`src/rtl/equiv_pkg.sv`:
```
// rtl/equiv_pkg.sv - shared types and helpers for the stream equivalence miter
package equiv_pkg;

    localparam int DEF_WIDTH = 91;
    localparam int DEF_DEPTH = 8;

    typedef enum logic {
        WARM  = 1'b0,
        CHECK = 1'b1
    } state_t;

    // Increment v, holding at the all-ones value of a w-bit counter.
    function automatic logic [63:0] sat_inc(input logic [63:0] v, input int unsigned w);
        logic [63:0] lim;
        lim = (64'd1 << w) - 64'd1;
        return (v >= lim) ? lim : v + 64'd1;
    endfunction

endpackage

```
`src/rtl/equiv_align_fifo.sv`:
```
// rtl/equiv_align_fifo.sv - per-side alignment FIFO, head visible on dout
module equiv_align_fifo #(
    parameter int WIDTH = 91,
    parameter int DEPTH = 8
) (
    input  logic             clk,
    input  logic             rst_n,
    input  logic             clear,
    input  logic             push,
    input  logic [WIDTH-1:0] din,
    input  logic             pop,
    output logic [WIDTH-1:0] dout,
    output logic             full,
    output logic             empty
);
    localparam int AW = $clog2(DEPTH);

    logic [WIDTH-1:0] mem [DEPTH];
    logic [AW:0]      wptr;
    logic [AW:0]      rptr;
    logic             do_push;
    logic             do_pop;

    assign empty   = (wptr == rptr);
    assign full    = (wptr[AW] != rptr[AW]) && (wptr[AW-1:0] == rptr[AW-1:0]);
    assign do_pop  = pop && !empty;
    // A full FIFO still accepts a push when the head leaves on the same edge.
    assign do_push = push && (!full || do_pop);
    assign dout    = mem[rptr[AW-1:0]];

    always_ff @(posedge clk) begin
        if (do_push) begin
            mem[wptr[AW-1:0]] <= din;
        end
    end

    always_ff @(posedge clk or negedge rst_n) begin
        if (!rst_n) begin
            wptr <= '0;
            rptr <= '0;
        end else if (clear) begin
            wptr <= '0;
            rptr <= '0;
        end else begin
            if (do_push) wptr <= wptr + (AW+1)'(1);
            if (do_pop)  rptr <= rptr + (AW+1)'(1);
        end
    end

endmodule

```
`src/rtl/equiv_stream_miter.sv`:
```
// rtl/equiv_stream_miter.sv - latency-tolerant masked comparison of two sample streams
module equiv_stream_miter
    import equiv_pkg::*;
#(
    parameter int WIDTH  = DEF_WIDTH,
    parameter int DEPTH  = DEF_DEPTH,
    parameter int CNT_W  = 16,
    parameter int WARMUP = 0
) (
    input  logic             clk,
    input  logic             rst_n,
    input  logic             clear,
    input  logic             valid_1,
    input  logic [WIDTH-1:0] y_1,
    input  logic             valid_2,
    input  logic [WIDTH-1:0] y_2,
    input  logic [WIDTH-1:0] mask,
    output logic             cmp_valid,
    output logic             mismatch,
    output logic             mismatch_sticky,
    output logic             overflow_sticky,
    output logic [CNT_W-1:0] cmp_count,
    output logic [CNT_W-1:0] mis_count,
    output logic [CNT_W-1:0] first_idx,
    output logic [WIDTH-1:0] first_y1,
    output logic [WIDTH-1:0] first_y2
);
    localparam int          WW         = (WARMUP > 0) ? $clog2(WARMUP + 1) : 1;
    localparam logic [WW-1:0] WARM_INIT = WW'(WARMUP);
    localparam state_t      INIT_STATE = (WARMUP == 0) ? CHECK : WARM;

    logic [WIDTH-1:0] head_1, head_2;
    logic             full_1, full_2, empty_1, empty_2;
    logic             pop, check_pop, diff_any, ovf;
    state_t           state_q, state_d;
    logic [WW-1:0]    warm_q, warm_d;

    assign pop       = !empty_1 && !empty_2 && !clear;
    assign check_pop = pop && (state_q == CHECK);
    assign diff_any  = |((head_1 ^ head_2) & mask);
    assign ovf       = !clear && !pop && ((valid_1 && full_1) || (valid_2 && full_2));

    equiv_align_fifo #(.WIDTH(WIDTH), .DEPTH(DEPTH)) u_fifo_1 (
        .clk(clk), .rst_n(rst_n), .clear(clear),
        .push(valid_1 && !clear), .din(y_1), .pop(pop),
        .dout(head_1), .full(full_1), .empty(empty_1)
    );

    equiv_align_fifo #(.WIDTH(WIDTH), .DEPTH(DEPTH)) u_fifo_2 (
        .clk(clk), .rst_n(rst_n), .clear(clear),
        .push(valid_2 && !clear), .din(y_2), .pop(pop),
        .dout(head_2), .full(full_2), .empty(empty_2)
    );

    always_ff @(posedge clk or negedge rst_n) begin
        if (!rst_n) begin
            state_q <= INIT_STATE;
            warm_q  <= WARM_INIT;
        end else begin
            state_q <= state_d;
            warm_q  <= warm_d;
        end
    end

    // The pair that brings the warmup counter to zero is still excluded.
    always_comb begin
        state_d = state_q;
        warm_d  = warm_q;
        if (clear) begin
            state_d = INIT_STATE;
            warm_d  = WARM_INIT;
        end else if (pop && (state_q == WARM)) begin
            warm_d = warm_q - WW'(1);
            if (warm_q <= WW'(1)) state_d = CHECK;
        end
    end

    always_ff @(posedge clk or negedge rst_n) begin
        if (!rst_n) begin
            cmp_valid       <= 1'b0;
            mismatch        <= 1'b0;
            mismatch_sticky <= 1'b0;
            overflow_sticky <= 1'b0;
            cmp_count       <= '0;
            mis_count       <= '0;
            first_idx       <= '0;
            first_y1        <= '0;
            first_y2        <= '0;
        end else if (clear) begin
            cmp_valid       <= 1'b0;
            mismatch        <= 1'b0;
            mismatch_sticky <= 1'b0;
            overflow_sticky <= 1'b0;
            cmp_count       <= '0;
            mis_count       <= '0;
            first_idx       <= '0;
            first_y1        <= '0;
            first_y2        <= '0;
        end else begin
            cmp_valid <= check_pop;
            mismatch  <= check_pop && diff_any;
            if (ovf) overflow_sticky <= 1'b1;
            if (check_pop) begin
                cmp_count <= CNT_W'(sat_inc(64'(cmp_count), CNT_W));
                if (diff_any) begin
                    mis_count <= CNT_W'(sat_inc(64'(mis_count), CNT_W));
                    if (!mismatch_sticky) begin
                        mismatch_sticky <= 1'b1;
                        first_idx       <= cmp_count;
                        first_y1        <= head_1;
                        first_y2        <= head_2;
                    end
                end
            end
        end
    end

endmodule

```
`config.mk`:
```
export PLATFORM = sky130hd
export DESIGN_NAME = equiv_stream_miter
export DESIGN_NICKNAME = d
export VERILOG_FILES = /design/src/rtl/equiv_pkg.sv /design/src/rtl/equiv_align_fifo.sv /design/src/rtl/equiv_stream_miter.sv
export SDC_FILE = /design/constraint.sdc
export NUM_CORES = 2
export LEC_CHECK = 0
export ABC_AREA = 1
export BUFFER_PORTS_ARGS = -buffer_cell sky130_fd_sc_hd__buf_4
export CAP_MARGIN = 0
export CORE_AREA = 2 2 374 376
export DETAILED_ROUTE_END_ITERATION = 8
export DIE_AREA = 0 0 376 378
export MAX_ROUTING_LAYER = met4
export PLACE_DENSITY = 0.74
export SLEW_MARGIN = 10
export SYNTH_ARGS = -nofsm -noshare
export SYNTH_HDL_FRONTEND = slang
export SYNTH_SLANG_ARGS = --single-unit
```
`constraint.sdc`:
```
create_clock -name clk -period 6.87 [get_ports clk]
set_input_delay 0.687 -clock clk [delete_from_list [all_inputs] [get_ports clk]]
set_output_delay 0.687 -clock clk [all_outputs]
set_load 0.02 [all_outputs]
```
; Word-level counts from Yosys, hierarchy flattened
; Memories as Yosys holds them, arrays and structs flattened.
; Cells that the tools add are included.
[totals]
register_bits = 252
mem_bits_rw = 1456
output_inout_bits = 234
mem_count = 2
[memory_table]
columns = name, words, width, read_ports, rd_ports_with_merged_regs, write_ports, line
row1 = u_fifo_1.mem, 8, 91, 1, 0, 1, equiv_align_fifo.sv:18  ; logic [WIDTH-1:0] mem [DEPTH];
row2 = u_fifo_2.mem, 8, 91, 1, 0, 1, equiv_align_fifo.sv:18
[classes]
add_sub_neg = 7
n_lt_le_gt_ge = 3
n_eq_ne = 7
mux = 43
n_bitwise = 3
reduce_logical = 39
[op_table]
columns = operator, n
row1 = two-way mux 91 bit, 8
row2 = two-way mux 16 bit, 11
row3 = AND 91 bit, 1
row4 = OR reduction 91 bit, 1
row5 = bitwise XOR 91 bit, 1
row6 = adder 16 x 1 -> 16 bit (second input constant), 2
row7 = greater-or-equal comparator 16 bit (second input constant), 2
row8 = two-way mux 4 bit, 8
row9 = nonzero test 2 bit, 9
row10 = logical AND 1 bit, 17
row11 = adder 4 x 1 -> 4 bit (second input constant), 4
row12 = two-way mux 1 bit, 16
row13 = equality test 4 bit, 2
row14 = equality test 3 bit, 2
row15 = zero test 1 bit, 6
row16 = AND reduction 2 bit, 2
row17 = logical OR 1 bit, 3
row18 = AND reduction 3 bit, 1
row19 = inequality test 1 bit, 2
row20 = inequality test 2 bit (second input constant), 1
row21 = less-or-equal comparator 1 bit (second input constant), 1
row22 = NOT 1 bit, 1
row23 = subtractor 1 bit (second input constant), 1

; Longest topological paths before layout
[depth]
word_depth = 9
ltp_mapped = 27
ltp_nobuf = 20

; Modules after synthesis
; Synthesis repeated with hierarchy kept, for this count alone.
[hier_totals]
hier_cells = 6175
hier_area_um2 = 70119.8
[by_module_without_submodules]
columns = mod, instances, cells_each, area_per_inst_um2
row1 = equiv_align_fifo, 2, 2134, 28491.1
row2 = equiv_stream_miter, 1, 1907, 13137.6

; Worst setup path before layout
; No wires, ideal clock.
[synth_path]
kind = reg-to-reg
from = register u_fifo_1.rptr[0]
to = register u_fifo_1.wptr[3]
setup_time_ps = 106
arrival_ps = 6115
required_ps = 6764
slack_ps = 650
stages_incl_launch_ff = 15
path_buffers = 3
period_less_slack_ps = 6220
cell_sequence = dfrtp_1 -> buf_4 -> buf_2 -> buf_2 -> xor2_1 -> a21oi_1 -> nand3_1 -> nand2_1 -> a21boi_0 -> nand2_1 -> inv_1 -> nand2_1 -> nor2_1 -> o21ai_0 -> a21oi_1
[synth_via]
elab_chain_len = 8
elab_cells_between_ends = 11
[synth_rtl]
columns = element, line
row1 = from (decl), equiv_align_fifo.sv:20  ; logic [AW:0] rptr;
row2 = from (signal assigned), equiv_align_fifo.sv:46  ; if (do_pop) rptr <= rptr + (AW+1)'(1);
row3 = equality test 4 bit, equiv_align_fifo.sv:24  ; assign empty = (wptr == rptr);
row4 = zero test 1 bit, "equiv_align_fifo.sv:26, equiv_stream_miter.sv:38"
row5 = logical AND 1 bit (2 in a row), equiv_stream_miter.sv:38  ; assign pop = !empty_1 && !empty_2 && !clear;
row6 = logical AND 1 bit, equiv_align_fifo.sv:26  ; assign do_pop = pop && !empty;
row7 = logical OR 1 bit (*), equiv_align_fifo.sv:28  ; assign do_push = push && (!full || do_pop);
row8 = logical AND 1 bit (*), equiv_align_fifo.sv:28
row9 = nonzero test 2 bit (no source line) (*), -
row10 = to (signal assigned), equiv_align_fifo.sv:45  ; if (do_push) wptr <= wptr + (AW+1)'(1);
row11 = to (decl), equiv_align_fifo.sv:19  ; logic [AW:0] wptr;
; Mark *: on every way between the ends. The rest lies on a longest branch, timed or not.
; A chain may end at the register's enable or synchronous reset.

; Worst setup path in the final report
[layout_path]
from = register u_fifo_2.rptr[1]
to = register mis_count[11]
[layout_via]
elab_chain_len = 7
elab_cells_between_ends = 12
[layout_rtl]
columns = element, line
row1 = from (decl), equiv_align_fifo.sv:20
row2 = from (signal assigned), equiv_align_fifo.sv:46
row3 = branches (longest 6 deep; another with memory read (8 x 91 bit)), -
row4 = AND reduction 2 bit (no source line) (*), -
row5 = to (signal assigned), equiv_stream_miter.sv:106  ; mis_count <= CNT_W'(sat_inc(64'(mis_count), CNT_W));
row6 = to (decl), equiv_stream_miter.sv:23  ; output logic [CNT_W-1:0] mis_count,
; Every way passes the cells marked *.

==> reports/metrics.cfg <==
[power]
p_leak_nw = 37.8
ir_drop_v = 0.000306
netSwitchingFraction_pct = 41.3
p_clk_share_pct = 26.5
combPwrFrac_pct = 38.5
power_density_nw_per_um2 = 412
power.internal_mw = 20.9
p_seq_share_pct = 35.0
power_switching_mw = 14.7

[sta]
hold_viol_final = 0
slew_headroom_pct = 8.36
fin_skew_ns = 0.0448
min_period_over_period_pct = 88.7
setup_viol = 0
slew_viol_final = 0
layout_setup_ws_ns = 0.780
max_freq_mhz = 164
tns_ns = 0
whs_ns = 0.0149
rsz0062_at_grt = no
final.min_clock_period_ns = 6.09
worst_pin_slew_ns = 1.36

[clock_tree]
clkTransAtPathRegs_ns = 0.06
cts_root_buf = clkbuf_16
cts_setup_buffers = 0
cts_buffers = 170
ctsResizeCount = 0
cts_hold_buf = 0
clock_latency_ns = 0.83
h-tree-depth = 4
cts_buffer_depth = 3
clkSinkCount = 1706
cts_tree = done

[floorplan]
rows = 137
core_area_um2 = 139000
die_h_um = 378
die_w_um = 376
die_area_um2 = 142000
io_pins = 512
initial_utilization_pct = 54.5

[placement]
placed_cells = 9837
post-place-ws_ns = 1.17
port_buffers = 511
hpwlAfterDp_um = 155000
gp_congestion = 0.954

[setup_path]
arrival_ns = 6.70
crit_buf_inv = 3
critPathTopFamily = simple AND/OR/NAND/NOR gates
reg2reg_slack_ns = 0.78
startpoint = u_fifo_2.rptr[1]
cpPeakStageDelay_ns = 1.04
worstSetupEndpointType = register
crit_fanout = 90
cp_slowest_cell = o21ai_0
crit_type = reg2reg
reg2reg_to = mis_count[11]
cp_common_cell = nand2_1
required_ns = 7.48
crit_chain = inv_6 -> buf_4 -> nand2_1 -> nand2_1 -> o21ai_0 -> nand2_1 -> nand3_1 -> nand2_1 -> nor2_1 -> nand2_1 -> nor2_1 -> nand2_1 -> nor2_1 -> nand3_4 -> buf_4 -> nand2_1 -> o21ai_0
ff2ff_path_depth = 17
worstSetupStartpointType = register
reg2reg_from = u_fifo_2.rptr[1]

[drt]
vias = 58700
via_per_inst = 5.74
drc = 0
wirelength_um = 240000
drt_first_iter_violations = 9402
drt_pass1_iterations = 6
drtAntennaViolNets = 0
wl_per_cell_um = 23.5

[logic_synthesis]
yosys_warnings = 0
synth.ff_latch_count = 1706
avgSynthCellArea_um2 = 9.61
synth_cell_types = 34
synth_area_um2 = 75500
synth_cells = 7853
seq_area_frac_synth_pct = 66.2
syn_nets = 8137

[final_layout]
areaGrowthSynthToFinish_pct = 14.7
layout-drive-gt1-share_pct = 10.9
finish.utilization_pct = 62.5
stdcell_count = 10200
nets = 8486
most-common-layout-cells = nand2_1, edfxtp_1, nor2_1, nand3_1, inv_1
final_common_cell = nand2_1

[grt]
grt_max_degree = 197
overflow = 0
grt_pass1_wl_um = 346000
grt.total_usage_pct = 34.2
grt_pass1_vias = 53000
grt_antenna_before_repair = 66

[status]
status = complete, no violations

[min_path]
holdCritPathClass = in2async

[flow_run]
cap_violations = 0

## registers in the layout, indices dropped and copies added (netlist names)
name and flops:
u_fifo_2.wptr 4, cmp_count 16, first_idx 16, u_fifo_1.rptr 4
mis_count 16, cmp_valid 1, u_fifo_2.rptr 4, u_fifo_1.wptr 4
mismatch 1, first_y2 91, u_fifo_1.mem 728, u_fifo_2.mem 728
first_y1 91, mismatch_sticky 1, overflow_sticky 1
## through the flow
step,area [um^2],total power [mW]
global route,86600,37.2
global placement,80800,25.6
finish,86600,35.7
CTS,86400,35.2
detailed placement,80800,25.8
floorplan,75500,20.5
## power groups by stage
stage | combinational (mW) | sequential [mW] | clock, mW
floorplan | 7.54 | 13.0 | 0
global route | 14.7 | 12.5 | 9.90
finish | 13.7 | 12.5 | 9.46
global placement | 12.9 | 12.6 | 0
detailed placement | 13.2 | 12.6 | 0
CTS | 13.3 | 12.4 | 9.50
## metal layers
metal	vias up	part of all wire [%]	global-route usage [%]
met4	0	3.9	13.1
met3	476	15	9.90
met5	-	0	-
met2	3822	43	47.2
li1	26500	-	-
met1	27900	39	47.9
## cells by family after synthesis
family                   synth area share, %
XOR/XNOR                               0.139
buffers and inverters                   6.23
adder cells (fa/ha/maj)               0.0994
flip-flops                              66.2
AO/OA/AOI/OAI                           2.72
AND/OR/NAND/NOR                         24.6
## how the worst max path moves through the flow
stage | slack [ns] | cells past startpoint | end
6_report | 0.78 | 17 | mis_count[11]
5_1_grt | 0.69 | 17 | mis_count[11]
4_1_cts | 1.03 | 17 | mis_count[11]
3_5_place_dp | 1.17 | 17 | mis_count[10]
3_3_place_gp | 1.12 | 17 | mis_count[10]
2_1_floorplan | 0.65 | 14 | u_fifo_1.wptr[3]
## cell usage after synthesis
cell type	count	share of area [%]
ha_1	6	0.099
nand3_4	1	0.023
xnor2_1	1	0.012
o21ai_0	297	2.0
o2bb2ai_1	1	0.012
clkinv_1	3	0.015
dfrtp_1	250	8.3
inv_1	725	3.6
nand3b_1	1	0.0099
edfxtp_1	1456	58
o21ai_1	66	0.44
buf_1	74	0.37
inv_2	14	0.070
nand4_1	200	1.7
nand2_1	2789	14
nor3_1	11	0.073
a21boi_0	1	0.0099
nor4_1	2	0.017
or2_2	4	0.033
o22ai_1	9	0.075
o21a_1	1	0.0099
a21oi_1	23	0.15
nand3_1	754	5.0
buf_2	167	1.1
a32o_1	1	0.013
o31ai_1	1	0.0099
buf_4	17	0.17
xor2_1	11	0.13
buf_6	3	0.045
nor2_1	789	3.9
o211ai_1	2	0.020
o311ai_0	1	0.012
nor3b_1	1	0.0099
clkbuf_1	171	0.85
## worst reg2reg max path: stages, from the launching register on
cell     delay (ns)
dfrtp_4        0.93
inv_6          0.54
buf_4          0.43
nand2_1        0.10
nand2_1        0.06
o21ai_0        1.04
nand2_1        0.12
nand3_1        0.13
nand2_1        0.06
nor2_1         0.10
nand2_1        0.10
nor2_1         0.25
nand2_1        0.08
nor2_1         0.38
nand3_4        0.17
buf_4          0.36
nand2_1        0.81
o21ai_0        0.24
## layout make-up
| class | instances | area (um^2) |
|---|---|---|
| fill | 10800 | 51900 |
| sequential | 1706 | 50000 |
| multi-input combinational | 4973 | 21000 |
| timing repair buffer | 609 | 4770 |
| clock buffer | 222 | 4640 |
| inverter | 742 | 2830 |
| tap | 1807 | 2260 |
| clock inverter | 95 | 988 |
| antenna | 70 | 175 |
Note: power is estimated with default switching activity, not from simulation.
